**config.mk**
```make
export PLATFORM = sky130hd
export DESIGN_NAME = spi_master_arb
export DESIGN_NICKNAME = d
export VERILOG_FILES = /design/src/rtl/spi_pkg.sv /design/src/rtl/spi_rr_arbiter.sv /design/src/rtl/spi_master_arb.sv
export SDC_FILE = /design/constraint.sdc
export NUM_CORES = 1
export LEC_CHECK = 0
export ABC_CLOCK_PERIOD_IN_PS = 3100
export BUFFER_PORTS_ARGS = -buffer_cell sky130_fd_sc_hd__buf_2
export CORE_AREA = 4 4 74 76
export CTS_CLUSTER_DIAMETER = 150
export DETAILED_ROUTE_END_ITERATION = 8
export DIE_AREA = 0 0 78 80
export PLACE_DENSITY = 0.63
export SLEW_MARGIN = 5
export SYNTH_ARGS = -nofsm -noshare
export SYNTH_HDL_FRONTEND = slang
export SYNTH_SLANG_ARGS = --single-unit
```
**constraint.sdc**
```tcl
create_clock -name clk -period 3.1 [get_ports clk]
set_input_delay 0.155 -clock clk [delete_from_list [all_inputs] [get_ports clk]]
set_output_delay 0.155 -clock clk [all_outputs]
set_load 0.05 [all_outputs]
```
**src/rtl/spi_pkg.sv**
```systemverilog
// Shared types and constants for the arbitrated SPI master.
package spi_pkg;

  typedef enum logic [1:0] {
    ST_IDLE  = 2'd0,
    ST_SETUP = 2'd1,
    ST_SHIFT = 2'd2,
    ST_HOLD  = 2'd3
  } spi_state_e;

  localparam int unsigned SPI_DATA_W      = 8;
  localparam int unsigned SPI_CLK_DIV_MIN = 2;
  localparam int unsigned SPI_CS_GAP_MIN  = 1;

  // Width of a requester index; at least one bit even for a single requester.
  function automatic int unsigned spi_idx_w(input int unsigned n);
    return (n > 1) ? $clog2(n) : 1;
  endfunction

endpackage

```
**src/rtl/spi_rr_arbiter.sv**
```systemverilog
// Round-robin selection: first requester at or after ptr wins. The pointer
// register itself lives in the parent.
module spi_rr_arbiter
  import spi_pkg::*;
#(
  parameter int unsigned NUM_REQ = 2,
  parameter int unsigned IDX_W   = spi_idx_w(NUM_REQ)
) (
  input  logic [NUM_REQ-1:0] req,
  input  logic [IDX_W-1:0]   ptr,
  input  logic               en,
  output logic [NUM_REQ-1:0] gnt_c,
  output logic [IDX_W-1:0]   idx_c
);

  // One extra bit so ptr + offset never overflows before the wrap.
  localparam int unsigned SUM_W = IDX_W + 1;

  logic             found;
  logic [SUM_W-1:0] cand;

  always_comb begin
    gnt_c = '0;
    idx_c = '0;
    found = 1'b0;
    cand  = '0;
    for (int unsigned i = 0; i < NUM_REQ; i++) begin
      cand = {1'b0, ptr} + SUM_W'(i);
      if (cand >= SUM_W'(NUM_REQ)) begin
        cand = cand - SUM_W'(NUM_REQ);
      end
      if (en && !found && req[cand[IDX_W-1:0]]) begin
        found                   = 1'b1;
        gnt_c[cand[IDX_W-1:0]]  = 1'b1;
        idx_c                   = cand[IDX_W-1:0];
      end
    end
  end

endmodule

```
**src/rtl/spi_master_arb.sv**
```systemverilog
// SPI master shared by NUM_REQ requesters through a round-robin arbiter.
// Build option SPI_LOOPBACK_EN: rx captures the outgoing mosi bit instead of miso.
module spi_master_arb
  import spi_pkg::*;
#(
  parameter int unsigned NUM_REQ = 2,
  parameter int unsigned DATA_W  = SPI_DATA_W,
  parameter int unsigned CLK_DIV = 4,
  parameter int unsigned CS_GAP  = 2
) (
  input  logic                          clk,
  input  logic                          rst_n,
  input  logic [NUM_REQ-1:0]            req,
  input  logic [NUM_REQ*DATA_W-1:0]     req_data,
  output logic [NUM_REQ-1:0]            gnt,
  output logic                          busy,
  output logic                          done,
  output logic [spi_idx_w(NUM_REQ)-1:0] done_id,
  output logic [DATA_W-1:0]             rx_data,
  output logic                          sclk,
  output logic                          cs,
  output logic                          mosi,
  input  logic                          miso
);

  localparam int unsigned IDX_W   = spi_idx_w(NUM_REQ);
  localparam int unsigned DIV     = (CLK_DIV < SPI_CLK_DIV_MIN) ? SPI_CLK_DIV_MIN : CLK_DIV;
  localparam int unsigned GAP     = (CS_GAP < SPI_CS_GAP_MIN) ? SPI_CS_GAP_MIN : CS_GAP;
  localparam int unsigned CNT_MAX = (DIV > GAP) ? DIV : GAP;
  localparam int unsigned CNT_W   = $clog2(CNT_MAX + 1);
  localparam int unsigned NUM_TOG = 2 * DATA_W;
  localparam int unsigned TOG_W   = $clog2(NUM_TOG + 1);

  spi_state_e         state_q, state_d;
  logic [IDX_W-1:0]   ptr_q, ptr_d;
  logic [IDX_W-1:0]   cur_id_q, cur_id_d;
  logic [DATA_W-1:0]  tx_q, tx_d;
  logic [DATA_W-1:0]  rx_q, rx_d;
  logic [CNT_W-1:0]   cnt_q, cnt_d;
  logic [TOG_W-1:0]   tog_q, tog_d;
  logic [NUM_REQ-1:0] gnt_q, gnt_d;
  logic               busy_q, busy_d;
  logic               done_q, done_d;
  logic [IDX_W-1:0]   done_id_q, done_id_d;
  logic [DATA_W-1:0]  rx_data_q, rx_data_d;
  logic               sclk_q, sclk_d;
  logic               cs_q, cs_d;
  logic               mosi_q, mosi_d;

  logic [NUM_REQ-1:0] arb_gnt_c;
  logic [IDX_W-1:0]   arb_idx_c;
  logic               arb_any_c;
  logic [DATA_W-1:0]  tx_sel_c;
  logic               rx_bit_c;
  logic [TOG_W-1:0]   tog_nxt_c;
  logic               div_hit_c;
  logic [DATA_W-1:0]  rx_shift_c;

  spi_rr_arbiter #(
    .NUM_REQ (NUM_REQ),
    .IDX_W   (IDX_W)
  ) u_arb (
    .req   (req),
    .ptr   (ptr_q),
    .en    (state_q == ST_IDLE),
    .gnt_c (arb_gnt_c),
    .idx_c (arb_idx_c)
  );

  assign arb_any_c = |arb_gnt_c;

`ifdef SPI_LOOPBACK_EN
  logic unused_miso;
  assign unused_miso = miso;
  assign rx_bit_c    = mosi_q;
`else
  assign rx_bit_c    = miso;
`endif

  assign tog_nxt_c  = tog_q + TOG_W'(1);
  assign div_hit_c  = (cnt_q == CNT_W'(DIV - 1));
  assign rx_shift_c = {rx_q[DATA_W-2:0], rx_bit_c};

  // Mux the granted requester's byte (grant vector is one-hot).
  always_comb begin
    tx_sel_c = '0;
    for (int unsigned i = 0; i < NUM_REQ; i++) begin
      if (arb_gnt_c[i]) begin
        tx_sel_c = tx_sel_c | req_data[i*DATA_W +: DATA_W];
      end
    end
  end

  always_comb begin
    state_d   = state_q;
    ptr_d     = ptr_q;
    cur_id_d  = cur_id_q;
    tx_d      = tx_q;
    rx_d      = rx_q;
    cnt_d     = cnt_q;
    tog_d     = tog_q;
    gnt_d     = '0;
    busy_d    = busy_q;
    done_d    = 1'b0;
    done_id_d = done_id_q;
    rx_data_d = rx_data_q;
    sclk_d    = sclk_q;
    cs_d      = cs_q;
    mosi_d    = mosi_q;

    unique case (state_q)
      ST_IDLE: begin
        if (arb_any_c) begin
          tx_d     = tx_sel_c;
          rx_d     = '0;
          gnt_d    = arb_gnt_c;
          cs_d     = 1'b0;
          mosi_d   = tx_sel_c[DATA_W-1];
          busy_d   = 1'b1;
          cnt_d    = '0;
          tog_d    = '0;
          cur_id_d = arb_idx_c;
          ptr_d    = (arb_idx_c == IDX_W'(NUM_REQ - 1)) ? '0 : IDX_W'(arb_idx_c + IDX_W'(1));
          state_d  = ST_SETUP;
        end
      end

      ST_SETUP: begin
        if (div_hit_c) begin
          cnt_d   = '0;
          sclk_d  = 1'b1;
          tog_d   = TOG_W'(1);
          state_d = ST_SHIFT;
        end else begin
          cnt_d = cnt_q + CNT_W'(1);
        end
      end

      ST_SHIFT: begin
        if (div_hit_c) begin
          cnt_d = '0;
          tog_d = tog_nxt_c;
          if (tog_nxt_c[0]) begin
            sclk_d = 1'b1;
          end else begin
            // Falling edge: capture a bit, then advance or finish.
            sclk_d = 1'b0;
            rx_d   = rx_shift_c;
            if (tog_nxt_c == TOG_W'(NUM_TOG)) begin
              rx_data_d = rx_shift_c;
              done_d    = 1'b1;
              done_id_d = cur_id_q;
              cs_d      = 1'b1;
              mosi_d    = 1'b0;
              state_d   = ST_HOLD;
            end else begin
              tx_d   = {tx_q[DATA_W-2:0], tx_q[DATA_W-1]};
              mosi_d = tx_q[DATA_W-2];
            end
          end
        end else begin
          cnt_d = cnt_q + CNT_W'(1);
        end
      end

      ST_HOLD: begin
        if (cnt_q == CNT_W'(GAP - 1)) begin
          cnt_d   = '0;
          busy_d  = 1'b0;
          state_d = ST_IDLE;
        end else begin
          cnt_d = cnt_q + CNT_W'(1);
        end
      end

      default: begin
        state_d = ST_IDLE;
      end
    endcase
  end

  always_ff @(posedge clk) begin
    if (!rst_n) begin
      state_q   <= ST_IDLE;
      ptr_q     <= '0;
      cur_id_q  <= '0;
      tx_q      <= '0;
      rx_q      <= '0;
      cnt_q     <= '0;
      tog_q     <= '0;
      gnt_q     <= '0;
      busy_q    <= 1'b0;
      done_q    <= 1'b0;
      done_id_q <= '0;
      rx_data_q <= '0;
      sclk_q    <= 1'b0;
      cs_q      <= 1'b1;
      mosi_q    <= 1'b0;
    end else begin
      state_q   <= state_d;
      ptr_q     <= ptr_d;
      cur_id_q  <= cur_id_d;
      tx_q      <= tx_d;
      rx_q      <= rx_d;
      cnt_q     <= cnt_d;
      tog_q     <= tog_d;
      gnt_q     <= gnt_d;
      busy_q    <= busy_d;
      done_q    <= done_d;
      done_id_q <= done_id_d;
      rx_data_q <= rx_data_d;
      sclk_q    <= sclk_d;
      cs_q      <= cs_d;
      mosi_q    <= mosi_d;
    end
  end

  assign gnt     = gnt_q;
  assign busy    = busy_q;
  assign done    = done_q;
  assign done_id = done_id_q;
  assign rx_data = rx_data_q;
  assign sclk    = sclk_q;
  assign cs      = cs_q;
  assign mosi    = mosi_q;

endmodule

```
Word-level counts from Yosys, hierarchy flattened
Index checks and enable logic that the tools add are counted.
W data, S select, Z words.
{"block": "word_totals", "output_inout_bits": 16, "input_bits": 21, "reg_bits": 43, "wordCells": 130}
{"block": "op_classes", "mux": 60, "add_sub_neg": 6, "reduce_logical": 24, "n_bitwise": 6, "n_eq_ne": 13, "magnitude_cmp": 6}
{"op": "$mux W8", "n": 6}
{"op": "$mux W1", "n": 26}
{"op": "$mux W7", "n": 3}
{"op": "$mux W2", "n": 8}
{"op": "$pmux W8 S2", "n": 1}
{"op": "$mux W5", "n": 3}
{"op": "$pmux W5 S3", "n": 1}
{"op": "$ne A2 B2 Y1 const B", "n": 7}
{"op": "$pmux W7 S2", "n": 1}
{"op": "$reduce_and A4 Y1", "n": 3}
{"op": "$reduce_and A5 Y1", "n": 2}
{"op": "$mux W3", "n": 3}
{"op": "$pmux W3 S3", "n": 1}
{"op": "$reduce_and A3 Y1", "n": 3}
{"op": "$or A8 B8 Y8", "n": 1}
{"op": "$pmux W1 S2", "n": 4}
{"op": "$pmux W2 S4", "n": 1}
{"op": "$reduce_and A6 Y1", "n": 1}
{"op": "$reduce_bool A2 Y1", "n": 3}
{"op": "$add A5 B1 Y5 const B", "n": 1}
{"op": "$eq A5 B5 Y1 const B", "n": 1}
{"op": "$logic_and A1 B1 Y1", "n": 5}
{"op": "$eq A2 B2 Y1 const B", "n": 2}
{"op": "$lt A1 B2 Y1 const B", "n": 2}
{"op": "other kinds (19)", "n": 26}

Logic depth before layout (Yosys ltp)
{"block": "logic_depth", "word_depth": 15, "ltp_mapped": 10, "ltp_nobuf": 7}

Hierarchy
A second synthesis with hierarchy kept.
{"block": "hier_totals", "hier_cells": 244, "hier_area_um2": 2119.5}
{"mod": "spi_master_arb", "seq_area_each_um2": 860.8, "cells_per_inst": 238, "area_per_inst_um2": 2093.3, "n_inst": 1}
{"mod": "spi_rr_arbiter", "seq_area_each_um2": 0.0, "cells_per_inst": 6, "area_per_inst_um2": 26.3, "n_inst": 1}

Worst setup path before layout
No wires, ideal clock.
{"block": "synth_timing", "path_kind": "reg-to-reg", "from": "register state_q[0]", "to": "register tx_q[1]", "stages_incl_launch_ff": 11, "arrival_time_ps": 1849, "setup_time_ps": 79, "slack_ps": 1172, "path_cell_list": "dfxtp_1 -> inv_1 -> ha_1 -> nand2b_1 -> buf_6 -> a21o_1 -> buf_6 -> a41oi_4 -> buf_6 -> nor2_2 -> a211oi_2"}
{"block": "synth_via", "elab_chain_cells": 12}
{"item": "from (decl)", "line_no": "spi_master_arb.sv:34", "source": "spi_state_e state_q, state_d;"}
{"item": "from (signal assigned)", "line_no": "spi_master_arb.sv:200", "source": "state_q <= state_d;"}
{"item": "$logic_not A2 Y1", "line_no": "spi_master_arb.sv:65, spi_master_arb.sv:111"}
{"item": "$logic_and A1 B1 Y1", "line_no": "spi_rr_arbiter.sv:32", "source": "if (en && !found && req[cand[IDX_W-1:0]]) begin"}
{"item": "$mux W1", "line_no": "spi_rr_arbiter.sv:32"}
{"item": "$logic_not A1 Y1", "line_no": "spi_rr_arbiter.sv:32"}
{"item": "$logic_and A1 B1 Y1 (2 in a row)", "line_no": "spi_rr_arbiter.sv:32"}
{"item": "$mux W2", "line_no": "spi_rr_arbiter.sv:32"}
{"item": "$mux W8", "line_no": "spi_master_arb.sv:88", "source": "if (arb_gnt_c[i]) begin"}
{"item": "$or A8 B8 Y8", "line_no": "spi_master_arb.sv:89", "source": "tx_sel_c = tx_sel_c | req_data[i*DATA_W +: DATA_W];"}
{"item": "$mux W8", "line_no": "spi_master_arb.sv:88"}
{"item": "$mux W8", "line_no": "spi_master_arb.sv:113", "source": "if (arb_any_c) begin"}
{"item": "$pmux W8 S2", "line_no": "spi_master_arb.sv:111", "source": "unique case (state_q)"}
{"item": "to (signal assigned)", "line_no": "spi_master_arb.sv:203", "source": "tx_q <= tx_d;"}
{"item": "to (decl)", "line_no": "spi_master_arb.sv:37", "source": "logic [DATA_W-1:0] tx_q, tx_d;"}
Several ways; a longest one is shown, not always the timed one. The select of a mux whose other input is x is not followed.
A chain may end at the register's enable or synchronous reset.

Worst setup path after layout
{"block": "layout_timing", "from": "register state_q[0]", "to": "register tx_q[3]"}
The elaborated chain is that of the path after synthesis.

==> qor.csv <==
stage;metric;value;unit
outcome;status;finished clean;
floorplan;rows;25;
setup_path;worst-setup-path-type;reg2reg;
clock_tree;ctsResizeCount;0;
grt;grt_max_degree;30;
timing;timing.final.crit_share;78.2;%
pwr;p_sw;0.766;mW
setup_path;required;3300;ps
final_layout;fillerInstances;454;
pwr;pwr-share-clk;20.3;%
place;port_buffers;36;
synth;synth_area;2110;um^2
clock_tree;cts_buffers;5;
synth;netlist-cell-type-count;41;
floorplan;initial_core_util;44.7;%
floorplan;core_area;4720;um^2
pwr;irDropWorstVdd;0.373;mV
timing;relSlewSlack;38.7;%
timing;timing.final.ws_setup;675;ps
timing;skew;4.53;ps
timing;drv_slew;0;
route;antenna_left;0;
run;timing.max_cap.violations;0;
final_layout;area_growth;13.5;%
pwr;power.density;763;nW/um^2
route;vias;1807;
clock_tree;htreeDepth;2;
synth;synth_cells;250;
route;drc_errors;0;
setup_path;cp-end-kind;flip-flop;
setup_path;worst_r2r_startpoint;state_q[0];
timing;setup_tns;0;ps
grt;grt_antenna_before_repair;0;
final_layout;final_common_cell;dfxtp_1;
setup_path;reg2reg_depth;7;
grt;grt-ovfl-total;0;
timing;final-hold-violation-count;0;
grt;grt_pass1_wl;7.48;mm
floorplan;die_w;78;um
timing;rsz0062_at_grt;no;
route;wl_per_cell;12.4;um
setup_path;worstPathArrival;2630;ps
clock_tree;clock_latency;300;ps
worst_hold_path;hold_depth;3;
floorplan;ioPinCount;37;
pwr;seqPwrFrac;38.0;%
setup_path;startpoint;state_q[0];
worst_hold_path;hold_path.startpoint;miso;
clock_tree;post_cts_buffers;0;
clock_tree;holdBufCountCts;0;
place;hpwl;3.12;mm
timing;fmax;412;MHz
clock_tree;cts-root-buf;clkbuf_8;
synth;synth_seq_cells;43;
final_layout;final-seq-area;861;um^2
grt;grt_pass1_vias;1655;
grt;track_usage;14.8;%
pwr;cellLeakagePower;0.958;nW
clock_tree;cts_buffer_depth;2;
setup_path;path_max_fanout;16;
floorplan;dieHeight;80;um
place;preCtsSetupSlack;694;ps
route;dr.pass1.iters;4;
setup_path;reg2reg_slack;680;ps
clock_tree;cts.sinks;43;
place;dp.cells;339;
final_layout;finalNonFillerCells;347;
synth;ys_warn_count;0;
setup_path;critPathLaunchType;flip-flop;
synth;synth_nets;283;
final_layout;nNetsFinal;312;
worst_hold_path;hold_path_class;in2reg;
clock_tree;cts_tree;yes;
final_layout;mostFrequentLayoutCells;dfxtp_1, buf_2, nor2_1, nand2_1, o21ai_0;
pwr;pwr-share-comb;41.7;%
route;drtIter0Drc;111;
timing;setup_violations;0;
synth;ys_seq_area_share;40.8;%
pwr;p_int;1.06;mW
timing;max_slew.worst_pin.slew;918;ps
pwr;p_sw_share;41.9;%
floorplan;die_area;6240;um^2
synth;syn_avg_cell_area;8.44;um^2
final_layout;n_antenna_cell;0;
route;finalWirelength;4.29;mm
final_layout;multiInputGateArea;1120;um^2
timing;post-route-min-period;2420;ps
route;vias_per_cell;5.21;
clock_tree;clkTransAtPathRegs;90;ps
final_layout;layout-drive-gt1-share;19.3;%
place;gp_congestion;0.805;
## sequential cells by signal, indices dropped and copies added, names as in the netlist
signal and cells:
busy 1, cnt_q 3, done 1, rx_data 8, ptr_q 1, gnt 2
done_id 1, cs 1, sclk 1, mosi 1, cur_id_q 1, tog_q 5
rx_q 7, tx_q 8, state_q 2
## stage by stage
stage / hold slack (ps) / utilization (%) / area (um^2) / total power, mW
floorplan: 295 / - / 2110 / 1.39
global placement: 416 / 48.7 / 2300 / 1.46
detailed placement: 421 / 48.7 / 2300 / 1.47
CTS: 91.4 / 50.7 / 2390 / 1.85
global route: 85.3 / 50.7 / 2390 / 1.99
finish: 109 / 50.7 / 2390 / 1.83
## cell type report
type	count	area share [%]
flip-flops and latches	43	35.9
multi-input cells	180	47.0
repair buffers	37	7.84
clock inverters	3	0.993
clock buffers	5	2.87
inverters	12	1.88
well taps	67	3.50
## final timing paths
check               end
max             tx_q[3]
min          rx_data[0]
max reg2reg     tx_q[3]
min reg2reg        mosi
## cell usage after synthesis, drive strengths merged
master	n	area, um^2
a21o	1	7.51
or3b	1	8.76
and3	1	6.26
nand4	1	12.5
a22oi	8	60.1
mux2	1	11.3
xnor2	1	16.3
nor3b	1	12.5
a41oi	1	27.5
o221ai	1	8.76
a21boi	1	7.51
nand2b	3	18.8
inv	12	45.0
or4	2	15.0
and2	1	6.26
o31a	1	8.76
a211o	1	8.76
nor2	36	138
a2bb2oi	1	8.76
nand3	18	90.1
buf	4	38.8
nand3b	1	7.51
mux2i	1	10.0
ha	12	150
a21oi	18	90.1
dfxtp	43	861
a211oi	9	72.6
a21bo	1	10.0
a32oi	8	70.1
o21ai	19	95.1
a311oi	1	8.76
a41o	1	10.0
nand2	21	78.8
nor3	2	10.0
o21a	1	7.51
clkbuf	11	41.3
nor2b	3	18.8
o211ai	1	12.5
## cells by family after synthesis
group | count (synthesis) | synth area share, %
compound gates | 74 | 24.4
xor+xnor | 1 | 0.771
fa+ha+maj | 12 | 7.11
buf+inv | 27 | 5.93
flops | 43 | 40.8
mux | 2 | 1.01
simple gates | 91 | 20.0
## per-layer routing
layer  part of all wire [%]  track usage (%)
met1                     50             18.7
met2                     44             24.5
met3                    4.7             3.84
met4                   0.86             4.90
met5                      0                0
## worst max-delay path, stage by stage (launching register included)
cell	delay, ps
dfxtp_1	410
inv_1	100
ha_1	350
nand2b_1	330
a21o_1	340
a41oi_4	470
nor2_1	80
a211oi_1	240
## power by group through the flow
stage / clock (mW) / sequential, mW / combinational (mW)
detailed placement: 0 / 0.708 / 0.766
finish: 0.370 / 0.695 / 0.763
floorplan: 0 / 0.762 / 0.624
CTS: 0.384 / 0.695 / 0.766
global route: 0.408 / 0.710 / 0.874
global placement: 0 / 0.707 / 0.756
Note: power is estimated with default switching activity, not from simulation.
